**src/rtl/rrarb_pkg.sv**
```systemverilog
// Shared types and helpers for the round-robin arbitrated multiplexer.
package rrarb_pkg;

  typedef enum logic {ARB = 1'b0, LOCKED = 1'b1} rrarb_state_t;

  // Channel-index width; a single channel still carries a 1-bit index.
  function automatic int clog2min1(input int n);
    return (n <= 1) ? 1 : $clog2(n);
  endfunction

endpackage

```
**src/rtl/rrarb_pick.sv**
```systemverilog
// Rotating-priority picker: the first requester at or after ptr wins,
// wrapping modulo NCH.
module rrarb_pick #(
  parameter int NCH = 4,
  parameter int CW  = 2
) (
  input  logic [NCH-1:0] req,
  input  logic [CW-1:0]  ptr,
  output logic [NCH-1:0] gnt,
  output logic [CW-1:0]  idx,
  output logic           any
);

  logic [NCH-1:0] rot;
  int             pos;

  always_comb begin
    // Bit j of rot is the request of channel (ptr + j) mod NCH.
    rot = NCH'({req, req} >> ptr);
    gnt = '0;
    idx = '0;
    any = 1'b0;
    pos = 0;
    for (int j = NCH - 1; j >= 0; j--) begin
      if (rot[j]) begin
        any = 1'b1;
        pos = int'(ptr) + j;
      end
    end
    if (pos >= NCH) pos = pos - NCH;
    if (any) begin
      gnt[pos] = 1'b1;
      idx      = CW'(pos);
    end
  end

endmodule

```
**src/rtl/rrarb_mux.sv**
```systemverilog
// N-channel round-robin arbitrated mux with valid/ready inputs, optional
// packet locking, and a single registered output stage.
module rrarb_mux
  import rrarb_pkg::*;
#(
  parameter int  NCH   = 4,
  parameter int  WIDTH = 64,
  parameter int  LOCK  = 1,
  localparam int CW    = clog2min1(NCH)
) (
  input  logic                 clk,
  input  logic                 reset_n,
  input  logic [NCH-1:0]       in_valid,
  input  logic [NCH*WIDTH-1:0] in_data,
  input  logic [NCH-1:0]       in_last,
  output logic [NCH-1:0]       in_ready,
  output logic                 out_valid,
  output logic [WIDTH-1:0]     out_data,
  output logic [CW-1:0]        out_ch,
  output logic                 out_last,
  input  logic                 out_ready
);

  rrarb_state_t     state;
  logic [CW-1:0]    rr_ptr;
  logic [CW-1:0]    lock_ch;

  logic [NCH-1:0]   arb_gnt;
  logic [CW-1:0]    arb_idx;
  logic             arb_any;

  logic [NCH-1:0]   grant;
  logic [CW-1:0]    gidx;
  logic             gany;
  logic [CW-1:0]    ptr_nxt;
  logic             load_en;
  logic             xfer;
  logic [WIDTH-1:0] sel_data;
  logic             sel_last;

  logic             vld_p1;
  logic [WIDTH-1:0] data_p1;
  logic [CW-1:0]    ch_p1;
  logic             last_p1;

  rrarb_pick #(
    .NCH (NCH),
    .CW  (CW)
  ) u_pick (
    .req (in_valid),
    .ptr (rr_ptr),
    .gnt (arb_gnt),
    .idx (arb_idx),
    .any (arb_any)
  );

  // While locked only the owning channel may transfer; an idle owner
  // produces a bubble rather than handing the port to someone else.
  always_comb begin
    grant = arb_gnt;
    gidx  = arb_idx;
    gany  = arb_any;
    if (state == LOCKED) begin
      grant          = '0;
      grant[lock_ch] = in_valid[lock_ch];
      gidx           = lock_ch;
      gany           = in_valid[lock_ch];
    end
  end

  assign load_en  = !vld_p1 || out_ready;
  assign in_ready = (reset_n && load_en) ? grant : '0;
  assign xfer     = gany && load_en && reset_n;
  assign sel_data = in_data[gidx*WIDTH +: WIDTH];
  assign sel_last = in_last[gidx];
  assign ptr_nxt  = (int'(gidx) == NCH - 1) ? '0 : gidx + CW'(1);

  // Stage p1: output register, arbitration pointer and lock tracking.
  always_ff @(posedge clk) begin
    if (!reset_n) begin
      state   <= ARB;
      rr_ptr  <= '0;
      lock_ch <= '0;
      vld_p1  <= 1'b0;
      data_p1 <= '0;
      ch_p1   <= '0;
      last_p1 <= 1'b0;
    end else if (xfer) begin
      vld_p1  <= 1'b1;
      data_p1 <= sel_data;
      ch_p1   <= gidx;
      last_p1 <= sel_last;
      if (sel_last || (LOCK == 0)) begin
        rr_ptr <= ptr_nxt;
        state  <= ARB;
      end else begin
        state   <= LOCKED;
        lock_ch <= gidx;
      end
    end else if (out_ready) begin
      vld_p1 <= 1'b0;
    end
  end

  assign out_valid = vld_p1;
  assign out_data  = data_p1;
  assign out_ch    = ch_p1;
  assign out_last  = last_p1;

endmodule
```
**config.mk**
```make
export PLATFORM = sky130hd
export DESIGN_NAME = rrarb_mux
export DESIGN_NICKNAME = d
export VERILOG_FILES = /design/src/rtl/rrarb_pkg.sv /design/src/rtl/rrarb_pick.sv /design/src/rtl/rrarb_mux.sv
export SDC_FILE = /design/constraint.sdc
export NUM_CORES = 1
export LEC_CHECK = 0
export CORE_AREA = 2 2 130 132
export CTS_CLUSTER_DIAMETER = 30
export DETAILED_ROUTE_END_ITERATION = 7
export DIE_AREA = 0 0 132 134
export PLACE_DENSITY = 0.8
export SYNTH_ARGS = -nofsm -noshare
export SYNTH_HDL_FRONTEND = slang
export SYNTH_SLANG_ARGS = --single-unit
```
**constraint.sdc**
```tcl
create_clock -name clk -period 2.8 [get_ports clk]
set_clock_uncertainty 0.15 [all_clocks]
set_input_delay 0.42 -clock clk [delete_from_list [all_inputs] [get_ports clk]]
set_output_delay 0.42 -clock clk [all_outputs]
set_load 0.05 [all_outputs]
```
After elaboration in Yosys (flattened, before gate mapping)

Cells that the tools add are included.

Bits in registers: 73
Output and inout bits: 72

$add $sub $neg: 5
Magnitude comparators: 6
Equality and inequality tests: 1
Shift operators: 2
Muxes and demuxes: 27
Bitwise logic cells: 2
Reduce and logical (&&, ||, !) cells: 10

Operators by type and width:

| kind                  | count |
|---|---|
| $shiftx 256x9->64     | 1 |
| $mux 32               | 5 |
| $ge 32x1->1 const B   | 1 |
| $ge 32x4->1 const B   | 1 |
| $lt 32x4->1 const B   | 1 |
| $sub 32x4->32 const B | 1 |
| $mux 1                | 12 |
| $mux 4                | 3 |
| $shr 8x2->4           | 1 |
| $add 2x2->3 const B   | 2 |
| $lt 2x3->1 const B    | 2 |
| $mux 2                | 3 |
| $logic_and 1x1->1     | 5 |
| $and 4x4->4           | 1 |
| $bmux 1 s2            | 2 |
| $demux 1 s2           | 2 |
| $reduce_and 2->1      | 2 |
| $add 2x1->3 const B   | 1 |
| $add 2x1->2 const B   | 1 |
| $eq 2x1->1 const B    | 1 |
| $ge 2x1->1 const B    | 1 |
| $reduce_bool 2->1     | 1 |
| $logic_not 1->1       | 1 |
| $logic_or 1x1->1      | 1 |
| $not 1->1             | 1 |

Logic depth before layout (Yosys ltp)

Depth after elaboration: 14
Gate-level depth with buffers: 9
Gate-level depth less buffers: 6

Hierarchy

Synthesis repeated with hierarchy kept, for this count alone.

Cell total of the unflattened synthesis: 455
Area, all modules: 4829.6 um^2

By module, submodules not included:

| module     | instances | cells each | area each (um^2) | sequential area each (um^2) |
|---|---|---|---|---|
| rrarb_mux  | 1         | 425        | 4649.5           | 1461.4 |
| rrarb_pick | 1         | 30         | 180.2            | 0.0 |

Least setup slack after synthesis

OpenSTA, ideal clock, no wires.

Path kind: input -> output
Start point: input in_valid[2]
End point: output in_ready[1]
Arrival: 2231 ps
Data required time: 2230 ps
Path slack: -1 ps
Cell stages on the path: 5
Buffers on the path: 0
Path through: nor2b_4 > o21a_1 > or3_1 > or3_1 > a21oi_1

Cells in the longest elaborated chain, start to end: 14
Elaborated cells on any way between the ends: 23

Ends and longest elaborated chain:

| what                                                             | RTL line         | RTL |
|---|---|---|
| start: declaration                                               | rrarb_mux.sv:13  | `input logic [NCH-1:0] in_valid,` |
| $shr 8x2->4                                                      | rrarb_pick.sv:19 | `rot = NCH'({req, req} >> ptr);` |
| $mux 32 (4 in a row)                                             | rrarb_pick.sv:25 | `if (rot[j]) begin` |
| $sub 32x4->32 or $ge 32x4->1 (tied branches)                     | rrarb_pick.sv:30 | `if (pos >= NCH) pos = pos - NCH;` |
| $mux 32                                                          | rrarb_pick.sv:30 |  |
| $ge 32x1->1 (not written as such) or $lt 32x4->1 (tied branches) | rrarb_pick.sv:32 | `gnt[pos] = 1'b1;` |
| $logic_and 1x1->1 (not written as such)                          | rrarb_pick.sv:32 |  |
| $mux 1 (not written as such)                                     | rrarb_pick.sv:32 |  |
| $demux 1 s2                                                      | n/a              |  |
| $mux 4                                                           | rrarb_pick.sv:31 | `if (any) begin` |
| $mux 4 *                                                         | rrarb_mux.sv:63  | `if (state == LOCKED) begin` |
| $mux 4 *                                                         | rrarb_mux.sv:72  | `assign in_ready = (reset_n && load_en) ? grant : '0;` |
| end: declaration                                                 | rrarb_mux.sv:16  | `output logic [NCH-1:0] in_ready,` |

Every way passes the cells marked *; elsewhere a longest branch is shown, timed or not. The select of a mux whose other input is x is not followed.

Worst setup path after layout

Start point: register rr_ptr[0]
End point: output in_ready[1]

Cells in the longest elaborated chain, start to end: 14
Elaborated cells on any way between the ends: 23

Ends and longest elaborated chain:

| what                                                             | RTL line                           | RTL |
|---|---|---|
| start: declaration                                               | rrarb_mux.sv:25                    | `logic [CW-1:0] rr_ptr;` |
| start signal: assignment                                         | rrarb_mux.sv:94                    | `rr_ptr <= ptr_nxt;` |
| $add 2x2->3 or $shr 8x2->4 (tied branches)                       | rrarb_pick.sv:27, rrarb_pick.sv:19 |  |
| $mux 32 (4 in a row)                                             | rrarb_pick.sv:25                   |  |
| $sub 32x4->32 or $ge 32x4->1 (tied branches)                     | rrarb_pick.sv:30                   |  |
| $mux 32                                                          | rrarb_pick.sv:30                   |  |
| $ge 32x1->1 (not written as such) or $lt 32x4->1 (tied branches) | rrarb_pick.sv:32                   |  |
| $logic_and 1x1->1 (not written as such)                          | rrarb_pick.sv:32                   |  |
| $mux 1 (not written as such)                                     | rrarb_pick.sv:32                   |  |
| $demux 1 s2                                                      | n/a                                |  |
| $mux 4 *                                                         | rrarb_pick.sv:31                   |  |
| $mux 4 *                                                         | rrarb_mux.sv:63                    |  |
| $mux 4 *                                                         | rrarb_mux.sv:72                    |  |

Every way passes the cells marked *; elsewhere a longest branch is shown, timed or not.

==> flow_results.org <==
** Run status
- The flow ran to the end, and the final reports show no timing, DRC or antenna violations.

** Run
- Maxcap violations :: 0

** Placement
- Sum of net half-perimeters after detailed placement :: around 14 mm
- Port buffering added between 300 and 400 buffers.
- The congestion estimate from routability-driven global placement came to about 0.84.
- The number of placed instances, taps included, is between 1000 and 1500.

** Pwr
- IR analysis of the VDD net gives a maximum drop of about 0.00050 V.
- Dividing total power by cell area gives a power density of 794.0 mW/mm2.
- Leakage power :: between 3 and 4 nW

** Critical path
- Critical path launch point type :: register
- Data on the critical path arrives at its endpoint at ~2.1 ns.
- The number of cells on the worst reg-to-reg path is 8.
- Worst R2R End :: rr_ptr[0]
- Reg-to-Reg Start :: rr_ptr[0]
- The worst setup path is captured at an output pin.
- The setup path with the least slack is of type register to output pin.
- Along the worst path, the maximum fanout reaches 3.
- Across all register-to-register paths, the minimum setup slack is 0.44 ns.
- Data on the critical path is required at its endpoint by 2.23 ns.

** Layout
- Net total in the final layout :: between 1000 and 1500
- Of the cells placed in the final design, the portion with a size suffix greater than 1 is around 9%.
- The area growth from synthesis to layout is 87.84%.
- 0 antenna diodes ended up in the layout.
- Excluding fillers, the count of instances in the completed layout stands at between 1000 and 1500.
- After filler insertion, the fill cell instance count of the layout stands at ~1500.
- Final core utilization :: a little over half

** STA
- Headroom to the max-slew limit came out at 62.56%.
- Post-route clock period utilization :: ~97%
- Period minus WS final :: 2.705 ns
- Slew at the pin with the worst max-slew slack :: 0.5599 ns
- Final Slew Violations :: 0
- Setup violations remaining at the end of the flow were counted as 0.
- Maximum clock rate :: approximately 0.37 GHz
- After routing, the total negative slack on setup checks comes to 0 ns.
- RSZ-0062 raised after global routing :: false
- Endpoints failing hold :: 0

** Detailed routing
- Final wirelength :: approximately 18 mm
- Detail Route Antenna Nets :: 0
- The first TritonRoute pass finished after 4 iterations.
- Avg Vias per Cell :: slightly below 5
- Count of vias placed by the detailed router :: between 5000 and 6000
- Dividing the detail-routed wire length by the instance count gives between 15 and 20 um.
- DRC violation total after the first TritonRoute iteration :: 170
- After detailed routing, the number of remaining DRC violations is 0.

** Hold path
- The path with the worst hold slack has its endpoint at out_last.
- Number of cells on the worst hold path :: 2
- In this run the worst hold path is classified as register to register.
- Worst Min Path Start :: out_last

** Clock network
- CTS root buf :: sky130_fd_sc_hd__clkbuf_16
- Clock transition at the register clock pins on the worst setup and hold paths after CTS :: roughly 0.060 ns
- Buffers inserted during post-CTS setup optimization :: 0
- The H-tree was split into 3 levels.
- In this run the deepest clock path goes through 2 buffers.
- At the later pin of the worst-skew pair, clock insertion delay measures approximately 0.33 ns.
- Clock tree from TritonCTS :: built
- Clock net sink count :: 73
- Inserted Clock Buffers :: 9

** Floorplanning
- Number of placed I/O pins :: 339
- The die covers 0.01769 mm2.
- Rows :: 47
- Initial core utilization :: between 20 and 30%
- The die is ~130 um wide.
- Core box area :: about 0.016 mm2
- Die H :: 134 um

** Logic synthesis
- Async SR Flop Fraction :: 0%
- Yosys printed 0 warnings.
- Largest cells by area after synthesis :: sky130_fd_sc_hd__dfxtp_1, sky130_fd_sc_hd__mux2i_1, sky130_fd_sc_hd__nand2_1
- Of the post-synthesis cell area, the dominant cell type holds a little under a third.
- Dominant cell by count in the synthesized netlist :: sky130_fd_sc_hd__nand2_1
- Post-synth top area cell :: sky130_fd_sc_hd__dfxtp_1
- Cell Area, Synth :: 0.004681 mm2
- For this run, the leading register cell type out of synthesis is sky130_fd_sc_hd__dfxtp_1.
- FF+latch count, synth :: 73
- Yosys mapped the design onto between 40 and 50 distinct sky130hd cell types.
- Counting every instance in the synthesized netlist gives between 500 and 600.
- Counting every net in the synthesized netlist gives between 800 and 900.
- EDFF count, synth :: 0
- After synthesis, the mean cell area works out to around 8 um2.
- Leading post-synthesis cells by instance count :: sky130_fd_sc_hd__nand2_1, sky130_fd_sc_hd__mux2i_1, sky130_fd_sc_hd__dfxtp_1
- Summing the sequential cell areas from Yosys gives 31.22% of the chip area.

** Global route
- Global routing used approximately 20% of the available tracks.
- Vias in the first global route :: 5689
- The number of antenna violations at the first check in global routing is 0.
- Global routing finished with a remaining overflow of 0.
- The first global-routing pass estimated 28.90 mm of wire.
- Entering global routing, the biggest net connects 44 pins.
-- through the flow --
| step | power, mW | hold slack (ns) | setup slack, ns | cell area, um2 |
|---|---|---|---|---|
| after floorplan | 4.335 | 0.3263 | 0.02682 | 4684 |
| after global placement | 5.894 | 0.2981 | 0.006160 | 8473 |
| after detailed placement | 5.944 | 0.3007 | -0.06493 | 8473 |
| after CTS | 7.047 | 0.3093 | 0.003822 | 8758 |
| after global routing | 7.413 | 0.3395 | 0.02511 | 8792 |
| final | 6.981 | 0.3071 | 0.09497 | 8792 |
-- metal layers --
layer,wire length [um],vias up,global-route usage [%],part of all wire [%]
li1,-,2718,-,-
met1,6921,2497,21.92,38
met2,9020,255,36.78,50
met3,1682,39,6.878,9.2
met4,582,0,8.877,3.2
met5,0,-,0,0
-- power breakdown --
| group | leakage, nW | switching [mW] | internal [mW] |
|---|---|---|---|
| Sequential | 0.602 | 0.196 | 1.35 |
| Clock | 0.131 | 0.457 | 0.597 |
| Combinational | 2.77 | 2.49 | 1.89 |
| Total | 3.50 | 3.14 | 3.84 |
-- worst max path at each step --
stage                     depth (start not counted)        start           to  slack [ns]
after global routing                              6    rr_ptr[0]  in_ready[1]        0.03
final                                             6    rr_ptr[0]  in_ready[1]        0.09
after detailed placement                          9  in_valid[0]    rr_ptr[0]       -0.06
after global placement                            7  in_valid[2]  in_ready[1]       0.006
after floorplan                                   7  in_valid[2]  in_ready[3]        0.03
after CTS                                         7  in_valid[2]  in_ready[1]       0.004
-- state kept, by name (all words and copies together), names as in the netlist --
register and count:
lock_ch 2, rr_ptr 2, out_data 64, state 1, out_ch 2, out_valid 1
out_last 1
-- kinds of logic (layout without fill, tap and decap cells) --
logic type                after synthesis  in the layout  share of synthesized area, %
and+or+nand+nor                       183            183                         16.79
DFF                                    73             73                         31.22
buffers and inverters                  49            391                         6.522
AOI/OAI and AO/OA                     173            173                         24.73
xor gates and xnor gates                1              1                        0.1871
muxes                                  94             94                         20.56
-- placed cells by master (no fill, tap or decap), types with 6 or more instances in the layout --
cell type                           n
sky130_fd_sc_hd__o21a_1            43
sky130_fd_sc_hd__nand3_1           24
sky130_fd_sc_hd__o21ai_1           16
sky130_fd_sc_hd__mux2i_1           89
sky130_fd_sc_hd__dfxtp_1           73
sky130_fd_sc_hd__buf_12            13
sky130_fd_sc_hd__nand2_1          134
sky130_fd_sc_hd__nor2_1             6
sky130_fd_sc_hd__clkdlybuf4s50_1  329
sky130_fd_sc_hd__o21ai_0           28
sky130_fd_sc_hd__buf_4             27
sky130_fd_sc_hd__clkbuf_16          9
sky130_fd_sc_hd__o221ai_1          22
sky130_fd_sc_hd__a21oi_1           45
-- area by class of cell --
| cell class | instances | area [um2] | share of cell area [%] |
|---|---|---|---|
| clock buffer | 9 | 225.2 | 2.562 |
| inverter | 1 | 3.754 | 0.04269 |
| multi-input combinational | 451 | 2975 | 33.84 |
| tap | 220 | 275.3 | 3.131 |
| timing repair buffer | 374 | 3804 | 43.26 |
| clock inverter | 7 | 47.55 | 0.5408 |
| sequential | 73 | 1461 | 16.62 |
-- worst max-delay path, cell delays in order (launching register included) --
cell and delay, ns:
sky130_fd_sc_hd__dfxtp_1 0.45, sky130_fd_sc_hd__nor2b_4 0.07, sky130_fd_sc_hd__o21a_1 0.19, sky130_fd_sc_hd__or3_4 0.37, sky130_fd_sc_hd__or3_4 0.39, sky130_fd_sc_hd__a21oi_4 0.18
sky130_fd_sc_hd__buf_12 0.15
-- repair_timing --
action | in CTS | in global routing
gates resized for setup | 5 | 6
pin swaps | 1 | 3
endpoints found under the setup margin | 1 | 2
gates cloned | 0 | 0
hold buffers | 0 | 0
No activity file was read; power rests on OpenSTA's default activity.
